<file path="src/rtl/hand_display_controller.sv">
// Seven-segment controller for the blackjack board: sequential double-dabble
// conversion of every hand total, atomic commit of all hands to the display,
// a blinking game-result message and the win/loss LED banks.
module hand_display_controller #(
  parameter int NUM_HANDS       = 2,
  parameter int VALUE_W         = 5,
  parameter int DIGITS_PER_HAND = 2,
  parameter int BLINK_DIV       = 25000000
) (
  input  logic                                   clk,
  input  logic                                   resetN,
  input  logic [NUM_HANDS*VALUE_W-1:0]           handValues,
  input  logic                                   update,
  input  logic [2:0]                             gameState,
  output logic [NUM_HANDS*DIGITS_PER_HAND*7-1:0] hexHands,
  output logic [27:0]                            hexMsg,
  output logic                                   busy,
  output logic [17:0]                            redLights,
  output logic [7:0]                             greenLights
);

  // The BCD register must hold every decimal digit of the widest total so an
  // overflow (more digits than are displayed) can be detected.
  localparam int NAT_DIGITS = (VALUE_W * 30103) / 100000 + 1;
  localparam int BCD_DIGITS = (NAT_DIGITS > DIGITS_PER_HAND) ? NAT_DIGITS : DIGITS_PER_HAND;
  localparam int BCD_W      = BCD_DIGITS * 4;
  localparam int HAND_W     = DIGITS_PER_HAND * 7;
  localparam int IDX_W      = (NUM_HANDS > 1) ? $clog2(NUM_HANDS) : 1;
  localparam int CNT_W      = $clog2(VALUE_W + 1);
  localparam int BLINK_W    = (BLINK_DIV > 1) ? $clog2(BLINK_DIV) : 1;

  localparam logic [IDX_W-1:0]   LAST_HAND  = IDX_W'(NUM_HANDS - 1);
  localparam logic [CNT_W-1:0]   LAST_BIT   = CNT_W'(VALUE_W - 1);
  localparam logic [BLINK_W-1:0] BLINK_LAST = BLINK_W'(BLINK_DIV - 1);

  localparam logic [2:0] GS_BLJK = 3'd1;
  localparam logic [2:0] GS_TIE  = 3'd2;
  localparam logic [2:0] GS_WIN  = 3'd3;
  localparam logic [2:0] GS_LOSE = 3'd4;
  localparam logic [2:0] GS_BUST = 3'd5;

  typedef enum logic [1:0] {IDLE, SHIFT, STORE} conv_state_t;

  conv_state_t state, state_next;

  logic [NUM_HANDS*VALUE_W-1:0] latched;
  logic [IDX_W-1:0]             hand_idx;
  logic [CNT_W-1:0]             bit_count;
  logic [VALUE_W-1:0]           bin;
  logic [BCD_W-1:0]             bcd, bcd_adj;
  logic [BCD_W+VALUE_W-1:0]     dabble_next;
  logic                         pending;
  logic                         last_hand, restart;
  logic                         overflow, leading;
  logic [HAND_W-1:0]            hand_glyphs;
  logic [NUM_HANDS*HAND_W-1:0]  staging, staging_next;

  logic [2:0]         gs_q;
  logic [BLINK_W-1:0] blink_cnt, blink_cnt_next;
  logic               hidden, hidden_next;
  logic               gs_changed, blinking, losing;
  logic [27:0]        msg_glyphs;

  function automatic logic [6:0] seg_digit(input logic [3:0] d);
    case (d)
      4'd0:    return 7'h40;
      4'd1:    return 7'h79;
      4'd2:    return 7'h24;
      4'd3:    return 7'h30;
      4'd4:    return 7'h19;
      4'd5:    return 7'h12;
      4'd6:    return 7'h02;
      4'd7:    return 7'h78;
      4'd8:    return 7'h00;
      4'd9:    return 7'h10;
      default: return 7'h7F;
    endcase
  endfunction

  assign last_hand = (hand_idx == LAST_HAND);
  assign restart   = pending | update;

  // Conversion state register; reset aborts any conversion in flight.
  always_ff @(posedge clk or negedge resetN) begin
    if (!resetN) state <= IDLE;
    else         state <= state_next;
  end

  // Next state: shift VALUE_W times, store, then next hand, restart or idle.
  always_comb begin
    state_next = state;
    case (state)
      IDLE:    if (update) state_next = SHIFT;
      SHIFT:   if (bit_count == LAST_BIT) state_next = STORE;
      STORE:   state_next = (!last_hand || restart) ? SHIFT : IDLE;
      default: state_next = IDLE;
    endcase
  end

  // busy follows the state directly so a reset drops it without waiting.
  always_comb begin
    busy = (state != IDLE);
  end

  // Add-3 correction on every BCD digit before the shift of the same cycle.
  always_comb begin
    bcd_adj = bcd;
    for (int k = 0; k < BCD_DIGITS; k++)
      if (bcd[k*4 +: 4] >= 4'd5) bcd_adj[k*4 +: 4] = bcd[k*4 +: 4] + 4'd3;
    dabble_next = {bcd_adj, bin} << 1;
  end

  // Glyphs for the finished hand: dashes on overflow, leading zeros blanked.
  always_comb begin
    overflow = 1'b0;
    for (int k = DIGITS_PER_HAND; k < BCD_DIGITS; k++)
      if (bcd[k*4 +: 4] != 4'd0) overflow = 1'b1;
    leading     = 1'b1;
    hand_glyphs = '1;
    for (int d = DIGITS_PER_HAND - 1; d >= 0; d--) begin
      if (overflow) begin
        hand_glyphs[d*7 +: 7] = 7'h3F;
      end else if (leading && d != 0 && bcd[d*4 +: 4] == 4'd0) begin
        hand_glyphs[d*7 +: 7] = 7'h7F;
      end else begin
        leading               = 1'b0;
        hand_glyphs[d*7 +: 7] = seg_digit(bcd[d*4 +: 4]);
      end
    end
  end

  // Staging image with the current hand's glyphs merged in.
  always_comb begin
    staging_next = staging;
    staging_next[hand_idx*HAND_W +: HAND_W] = hand_glyphs;
  end

  // Conversion datapath, pending request and the atomic display commit.
  always_ff @(posedge clk or negedge resetN) begin
    if (!resetN) begin
      latched   <= '0;
      hand_idx  <= '0;
      bit_count <= '0;
      bin       <= '0;
      bcd       <= '0;
      pending   <= 1'b0;
      staging   <= '1;
      hexHands  <= '1;
    end else begin
      case (state)
        IDLE: begin
          if (update) begin
            latched   <= handValues;
            hand_idx  <= '0;
            bin       <= handValues[VALUE_W-1:0];
            bcd       <= '0;
            bit_count <= '0;
          end
        end
        SHIFT: begin
          bcd       <= dabble_next[BCD_W+VALUE_W-1:VALUE_W];
          bin       <= dabble_next[VALUE_W-1:0];
          bit_count <= bit_count + 1'b1;
          if (update) pending <= 1'b1;
        end
        STORE: begin
          staging   <= staging_next;
          bcd       <= '0;
          bit_count <= '0;
          if (!last_hand) begin
            hand_idx <= hand_idx + 1'b1;
            bin      <= latched[(hand_idx + 1) * VALUE_W +: VALUE_W];
            if (update) pending <= 1'b1;
          end else begin
            hexHands <= staging_next;
            if (restart) begin
              pending  <= 1'b0;
              latched  <= handValues;
              hand_idx <= '0;
              bin      <= handValues[VALUE_W-1:0];
            end
          end
        end
        default: ;
      endcase
    end
  end

  // Blink timing: a new game state restarts the visible phase.
  always_comb begin
    gs_changed = (gameState != gs_q);
    if (gs_changed) begin
      blink_cnt_next = '0;
      hidden_next    = 1'b0;
    end else if (blink_cnt == BLINK_LAST) begin
      blink_cnt_next = '0;
      hidden_next    = ~hidden;
    end else begin
      blink_cnt_next = blink_cnt + 1'b1;
      hidden_next    = hidden;
    end
  end

  // Message glyph lookup for the current game state.
  always_comb begin
    blinking   = (gameState == GS_BLJK) || (gameState == GS_WIN);
    losing     = (gameState == GS_LOSE) || (gameState == GS_BUST);
    msg_glyphs = {4{7'h7F}};
    case (gameState)
      GS_BLJK: msg_glyphs = {7'h03, 7'h47, 7'h61, 7'h09};
      GS_TIE:  msg_glyphs = {7'h7F, 7'h07, 7'h79, 7'h06};
      GS_WIN:  msg_glyphs = {7'h41, 7'h41, 7'h79, 7'h2B};
      GS_LOSE: msg_glyphs = {7'h47, 7'h40, 7'h12, 7'h06};
      GS_BUST: msg_glyphs = {7'h03, 7'h41, 7'h12, 7'h07};
      default: ;
    endcase
  end

  // Registered message and lights, using the phase that applies after this edge.
  always_ff @(posedge clk or negedge resetN) begin
    if (!resetN) begin
      gs_q        <= 3'd0;
      blink_cnt   <= '0;
      hidden      <= 1'b0;
      hexMsg      <= '1;
      greenLights <= 8'h00;
      redLights   <= 18'h0;
    end else begin
      gs_q        <= gameState;
      blink_cnt   <= blink_cnt_next;
      hidden      <= hidden_next;
      hexMsg      <= (blinking && hidden_next) ? 28'hFFFFFFF : msg_glyphs;
      greenLights <= (blinking && !hidden_next) ? 8'hFF : 8'h00;
      redLights   <= losing ? 18'h3FFFF : 18'h0;
    end
  end

endmodule

</file>
<file path="config.mk">
export PLATFORM = sky130hd
export DESIGN_NAME = hand_display_controller
export DESIGN_NICKNAME = d
export VERILOG_FILES = /design/src/rtl/hand_display_controller.sv
export SDC_FILE = /design/constraint.sdc
export NUM_CORES = 1
export LEC_CHECK = 0
export BUFFER_PORTS_ARGS = -buffer_cell sky130_fd_sc_hd__buf_2
export CORE_MARGIN = 2
export CORE_UTILIZATION = 45
export CTS_CLUSTER_SIZE = 16
export DETAILED_ROUTE_END_ITERATION = 12
export PLACE_DENSITY = 0.73
export SETUP_SLACK_MARGIN = 0.4
export SLEW_MARGIN = 20
export SYNTH_ARGS = -nofsm -noshare
export SYNTH_HDL_FRONTEND = slang
export SYNTH_SLANG_ARGS = --single-unit
</file>
<file path="constraint.sdc">
create_clock -name clk -period 3.62 [get_ports clk]
set_input_delay 1.086 -clock clk [delete_from_list [all_inputs] [get_ports clk]]
set_output_delay 1.086 -clock clk [all_outputs]
set_load 0.1 [all_outputs]
</file>
==> results of run 1 <==
[stage by stage]
stage	util [%]	power, mW	hold slack (ns)	instances
after global routing	53.4	5.25	0.468	838
after global placement	48.6	3.31	0.441	806
after floorplan	-	3.06	0.435	598
final	53.4	4.99	0.450	838
after detailed placement	48.6	3.35	0.444	806
after CTS	53.4	5.02	0.451	838
[power breakdown]
part / internal (mW) / switching (mW)
registers: 1.56 / 0.161
logic: 0.406 / 1.21
clock network: 1.12 / 0.536
[final cells by class]
class / count / area (um^2)
Fill cell: 1104 / 5860
Inverter: 25 / 93.8
Sequential cell: 114 / 2930
Clock buffer: 28 / 527
Tap cell: 172 / 215
Clock inverter: 4 / 70.1
Multi-Input combinational cell: 396 / 2360
Timing Repair Buffer: 99 / 515
[routing by layer]
layer  wire (um)  GRT usage, %  vias to the layer above
met3         458          5.56                       10
met5           0             0                        -
met1        5110          21.4                     2076
met4          78          7.53                        0
li1            -             -                     2076
met2        5930          29.9                       96
[cells in the mapped netlist (all sizes together) (2+ instances only)]
cell type | count | area, um^2
nand2 | 83 | 314
nor2 | 75 | 289
dfstp | 58 | 1520
dfrtp | 56 | 1400
buf | 41 | 294
o21ai | 39 | 195
a21oi | 30 | 150
inv | 25 | 93.8
clkbuf | 22 | 82.6
ha | 21 | 263
xnor2 | 14 | 123
a21o | 12 | 90.1
xor2 | 12 | 105
nand3 | 10 | 50.1
nand4 | 8 | 56.3
o22ai | 8 | 50.1
and2 | 7 | 43.8
mux2 | 7 | 78.8
nor2b | 7 | 43.8
nor3 | 7 | 35.0
a22o | 6 | 52.6
nand2b | 6 | 37.5
nor4 | 5 | 52.6
a22oi | 4 | 30.0
and3 | 4 | 25.0
and4 | 4 | 35.0
o21a | 3 | 22.5
o31ai | 3 | 32.5
or3 | 3 | 18.8
a211oi | 2 | 15.0
o211ai | 2 | 15.0
[flip-flops by register name, indices dropped and copies added (netlist names), 2 cells and up]
signal and count:
hexMsg 16, bin 5, state 2, bcd 8
latched 5, gs_q 3, staging 14, blink_cnt 25
bit_count 3, hexHands 28
[logic make-up after synthesis]
family / share of synthesized area, %
buf+inv: 8.18
compound gates: 12.6
other cells: 0.0652
simple gates: 18.4
flops: 50.9
fa+ha+maj: 4.57
xor+xnor: 3.96
mux: 1.37
[tightest hold or removal path: stages, from the launching register on]
cell     delay [ns]
dfstp_2        0.36
nand2_1        0.05
nand2_1        0.04
[final timing paths]
kind	cells past startpoint	start	endpoint	slack, ns
setup / recovery	4	state[0]	busy	0.81
hold / removal	2	staging[6]	hexHands[6]	0.45
setup reg to reg	5	state[0]	latched[8]	1.22
hold reg to reg	2	staging[6]	hexHands[6]	0.45
max in group asynchronous	2	resetN	hexHands[19]	2.23
min in group asynchronous	1	resetN	blink_cnt[18]	0.60
==> impl_metrics.yaml, run 1 <==
outcome:
  status: "completed"
clock_network:
  postCtsSetupRepairBufs: 0
  cts_buffers: 17
  clock_sinks: 114
  cts-root-buf: "clkbuf_16"
  htreeDepth: 4
  clk_pin_slew_ns: 0.05
  ctsResizeCount: 0
  cts_buffer_depth: 2
  ctsHoldBuffers: 0
  insertion_delay_ns: 0.42
  cts_tree: "done"
timing:
  worst_pin_slew_ns: 0.971
  hold_viol: 0
  min_period_ns: 2.81
  clock_skew_ns: 0.0105
  finalCritPeriodShare_pct: 77.5
  tns_ns: 0
  rsz0062_at_grt: "no"
  slew_headroom_pct: 35.3
  setup_violations: 0
  slew_viol_final: 0
  finalWorstSetupSlack_ns: 0.815
  fmaxAchievable_mhz: 356
worst_hold_path:
  min_path_type: "flop to flop"
critical_path:
  critPathBufInv: 3
  cp_common_cell: "inv_1"
  crit_family: "buffers and inverters"
  cp-start-kind: "flop"
  max_stage_delay_ns: 0.43
  required_ns: 2.53
  critPathSlowestCell: "buf_2"
  worstSetupPathType: "flop to primary output"
  crit_chain: "inv_1, ha_1, inv_1, buf_2"
  arrival_ns: 1.72
  cp-end-kind: "primary output"
  crit_fanout: 6
power:
  ir_drop_uv: 535
  power_density_mw_per_mm2: 744
  power.leakage_nw: 3.18
global_routing:
  antenna_found_initial: 0
  grt_max_degree: 85
  grt_overflow: 0
  grt_pass1_wl_um: 19000
  track_usage_pct: 17.9
  grt_pass1_vias: 4157
detailed_routing:
  first_iter_violations: 204
  drtPass1Iterations: 5
  post-route-drc-count: 0
  detail_route.wl_per_cell_um: 13.8
  routed_wl_um: 11600
  via_count: 4258
  postRouteAntennaNets: 0
  vias_per_cell: 5.08
floorplan:
  rows: 41
  ios: 99
  dieArea_mm2: 0.0137
  die_x_um: 117
  die_h_um: 117
  initial_core_util_pct: 45.8
  fp.coreArea_mm2: 0.0126
placement:
  dpl-instance-area_mm2: 0.00611
  port_buffers: 97
  place_ws_ns: 1.01
  place.gp.congestion: 0.858
  dp_hpwl_um: 8130
final_layout:
  num_antenna_cells: 0
  layout_common_cells: "buf_2 (96), nand2_1 (82), nor2_1 (74)"
  fin_nets: 690
  area_growth_pct: 16.7
  drive_gt1_share_pct: 30.3
  layout_commonest_cell: "buf_2"
  design_area_mm2: 0.00671
yosys:
  syn_avg_cell_area_um2: 9.62
  ys.flop_type: "dfstp_2"
  synth-seq-area-share_pct: 50.9
  synthCells: 598
  synthesis.nets: 635
  synth_cell_types: 55
  synth.cell_area_mm2: 0.00575
  synth-edff-count: 0
  ys_async_sr_fraction_pct: 100
  ys_ff_latch: 114
  yosys_warnings: 0
run:
  max_cap_viol_count: 0
(Power assumes the default switching activity.)
==> run 2, diff against run 1 <==
--- a/config.mk
+++ b/config.mk
@@ -10,7 +10,7 @@
 export CORE_UTILIZATION = 45
 export CTS_CLUSTER_SIZE = 16
 export DETAILED_ROUTE_END_ITERATION = 12
-export PLACE_DENSITY = 0.73
+export PLACE_DENSITY = 0.76
 export SETUP_SLACK_MARGIN = 0.4
 export SLEW_MARGIN = 20
 export SYNTH_ARGS = -nofsm -noshare
==> constraint.sdc (replaced) <==
create_clock -name clk -period 2.55 [get_ports clk]
set_input_delay 0.765 -clock clk [delete_from_list [all_inputs] [get_ports clk]]
set_output_delay 0.765 -clock clk [all_outputs]
set_load 0.1 [all_outputs]
==> run 2 against run 1 <==
Against the previous run: design area rose by 3.2%; die area did not move; critical path depth did not move; final cell count rose by 1.1%; global-route usage rose by 0.59 points; combinational power rose by 52%; via count rose by 1.9%; sequential power rose by 42%; clock skew barely moved; clock-buffer cell count fell by 4; routed wire length rose by 2.7%; core utilization rose by 1.7 points; critical path type unchanged; largest cell class unchanged; largest power group is now combinational logic.
==> impl_metrics.yaml, run 2 (synthesis gave the netlist of run 1 again) <==
global_routing:
  track_usage_pct: 18.5
  antenna_found_initial: 0
  busiest_layer: "met2"
  grt_overflow: 0
  grtUsageMet2_pct: 31.8
  met1_usage_pct: 21.8
  grt_pass1_wl_um: 19500
  grtUsageMet3_pct: 4.84
  grt_max_degree: 53
  grt_pass1_vias: 4180
critical_path:
  required_ns: 1.79
  cp-start-kind: "flop"
  worstSetupPathType: "flop to primary output"
  arrival_ns: 1.41
  cp-end-kind: "primary output"
  crit_fanout: 4
clock_network:
  cts-root-buf: "clkbuf_16"
  clk_pin_slew_ns: 0.06
  cts_buffers: 17
  htreeDepth: 4
  cts_buffer_depth: 2
  cts_tree: "done"
  insertion_delay_ns: 0.42
  clock_sinks: 114
timing:
  tns_ns: 0
  min_period_ns: 2.17
  hold_ws_ns: 0.208
  hold_viol: 0
  rsz0062_at_grt: "yes"
  setup_violations: 0
  finalCritPeriodShare_pct: 85.2
  finalWorstSetupSlack_ns: 0.378
  fmaxAchievable_mhz: 460
  worst_pin_slew_ns: 0.864
  slew_viol_final: 0
  slew_headroom_pct: 42.4
  clock_skew_ns: 0.0105
power:
  p_total_mw: 7.31
  power.leakage_nw: 3.24
  ir_drop_uv: 900
  power_density_mw_per_mm2: 1060
final_layout:
  top_register: "hexHands"
  num_antenna_cells: 0
  fin_nets: 699
  instances_no_fill: 847
  reg.largest.list: "hexHands x28, blink_cnt x25, hexMsg x16"
  layout_common_cells: "nand2_1 (82), nor2_1 (74), dfstp_2 (58), buf_2 (58), dfrtp_1 (54)"
  layout_commonest_cell: "nand2_1"
  largest_reg_flops: 28
  drive_gt1_share_pct: 32.9
  area_growth_pct: 20.4
  n_fill_cell: 1055
floorplan:
  dieArea_mm2: 0.0137
  die_h_um: 117
  fp.coreArea_mm2: 0.0126
  ios: 99
  initial_core_util_pct: 45.8
  rows: 41
  die_x_um: 117
detailed_routing:
  drtPass1Iterations: 4
  postRouteAntennaNets: 0
  routed_wl_um: 11900
  detail_route.wl_per_cell_um: 14.0
  vias_per_cell: 5.12
  post-route-drc-count: 0
  via_count: 4340
  first_iter_violations: 234
placement:
  place_ws_ns: 0.251
  dp_hpwl_um: 8270
  dp_cells: 811
  place.gp.congestion: 0.878
  port_buffers: 97
worst_hold_path:
  min_path_type: "input port to asynchronous set/reset pin"
outcome:
  status: "completed"
run:
  max_cap_viol_count: 0
==> run 2: timing repair <==
action,in CTS,in global routing
resized for setup,17,30
buffers inserted,0,4
pin swaps,0,1
setup endpoints to repair,17,65
hold buffers,0,0
==> run 2: power breakdown <==
group | switching [mW] | internal, mW | leakage (nW) | total [mW]
clock network | 0.814 | 1.59 | 0.302 | 2.40
logic | 1.76 | 0.710 | 1.59 | 2.47
registers | 0.227 | 2.21 | 1.34 | 2.44
==> run 2: per-layer routing <==
metal / up-vias / wire length (um)
met5: - / 0
met1: 2088 / 5120
met3: 17 / 470
met4: 0 / 210
li1: 2107 / -
met2: 128 / 6090
==> run 2: path summary, 6_finish.rpt <==
| path | start | endpoint | slack, ns | depth (start not counted) |
|---|---|---|---|---|
| max | state[1] | busy | 0.38 | 4 |
| min | resetN | blink_cnt[9] | 0.21 | 1 |
| max reg2reg | state[1] | bcd[3] | 0.55 | 7 |
| min reg2reg | staging[2] | hexHands[2] | 0.45 | 2 |
| max in group asynchronous | resetN | hexMsg[20] | 1.71 | 2 |
| min in group clk | staging[2] | hexHands[2] | 0.45 | 2 |
==> run 2: per-stage QoR <==
| step | utilization, % | area, um^2 |
|---|---|---|
| 4_1_cts | 54.2 | 6810 |
| 5_1_grt | 55.1 | 6930 |
| 3_3_place_gp | 48.9 | 6150 |
| 6_report | 55.1 | 6930 |
| 2_1_floorplan | - | 5760 |
| 3_5_place_dp | 48.9 | 6150 |
==> run 2: worst max-delay path, cell delays in order (launching register included) <==
cell        delay [ns]
dfrtp_1           0.41
inv_2             0.10
ha_4              0.17
clkinvlp_4        0.13
buf_12            0.18
==> run 2: layout make-up <==
| class | count | area, um^2 | area share, % |
|---|---|---|---|
| flip-flops and latches | 114 | 2930 | 42.3 |
| multi-input cells | 396 | 2380 | 34.4 |
| repair buffers | 108 | 691 | 9.97 |
| clock buffers | 24 | 512 | 7.39 |
| well taps | 172 | 215 | 3.11 |
| clock inverters | 8 | 100 | 1.45 |
| inverters | 25 | 97.6 | 1.41 |
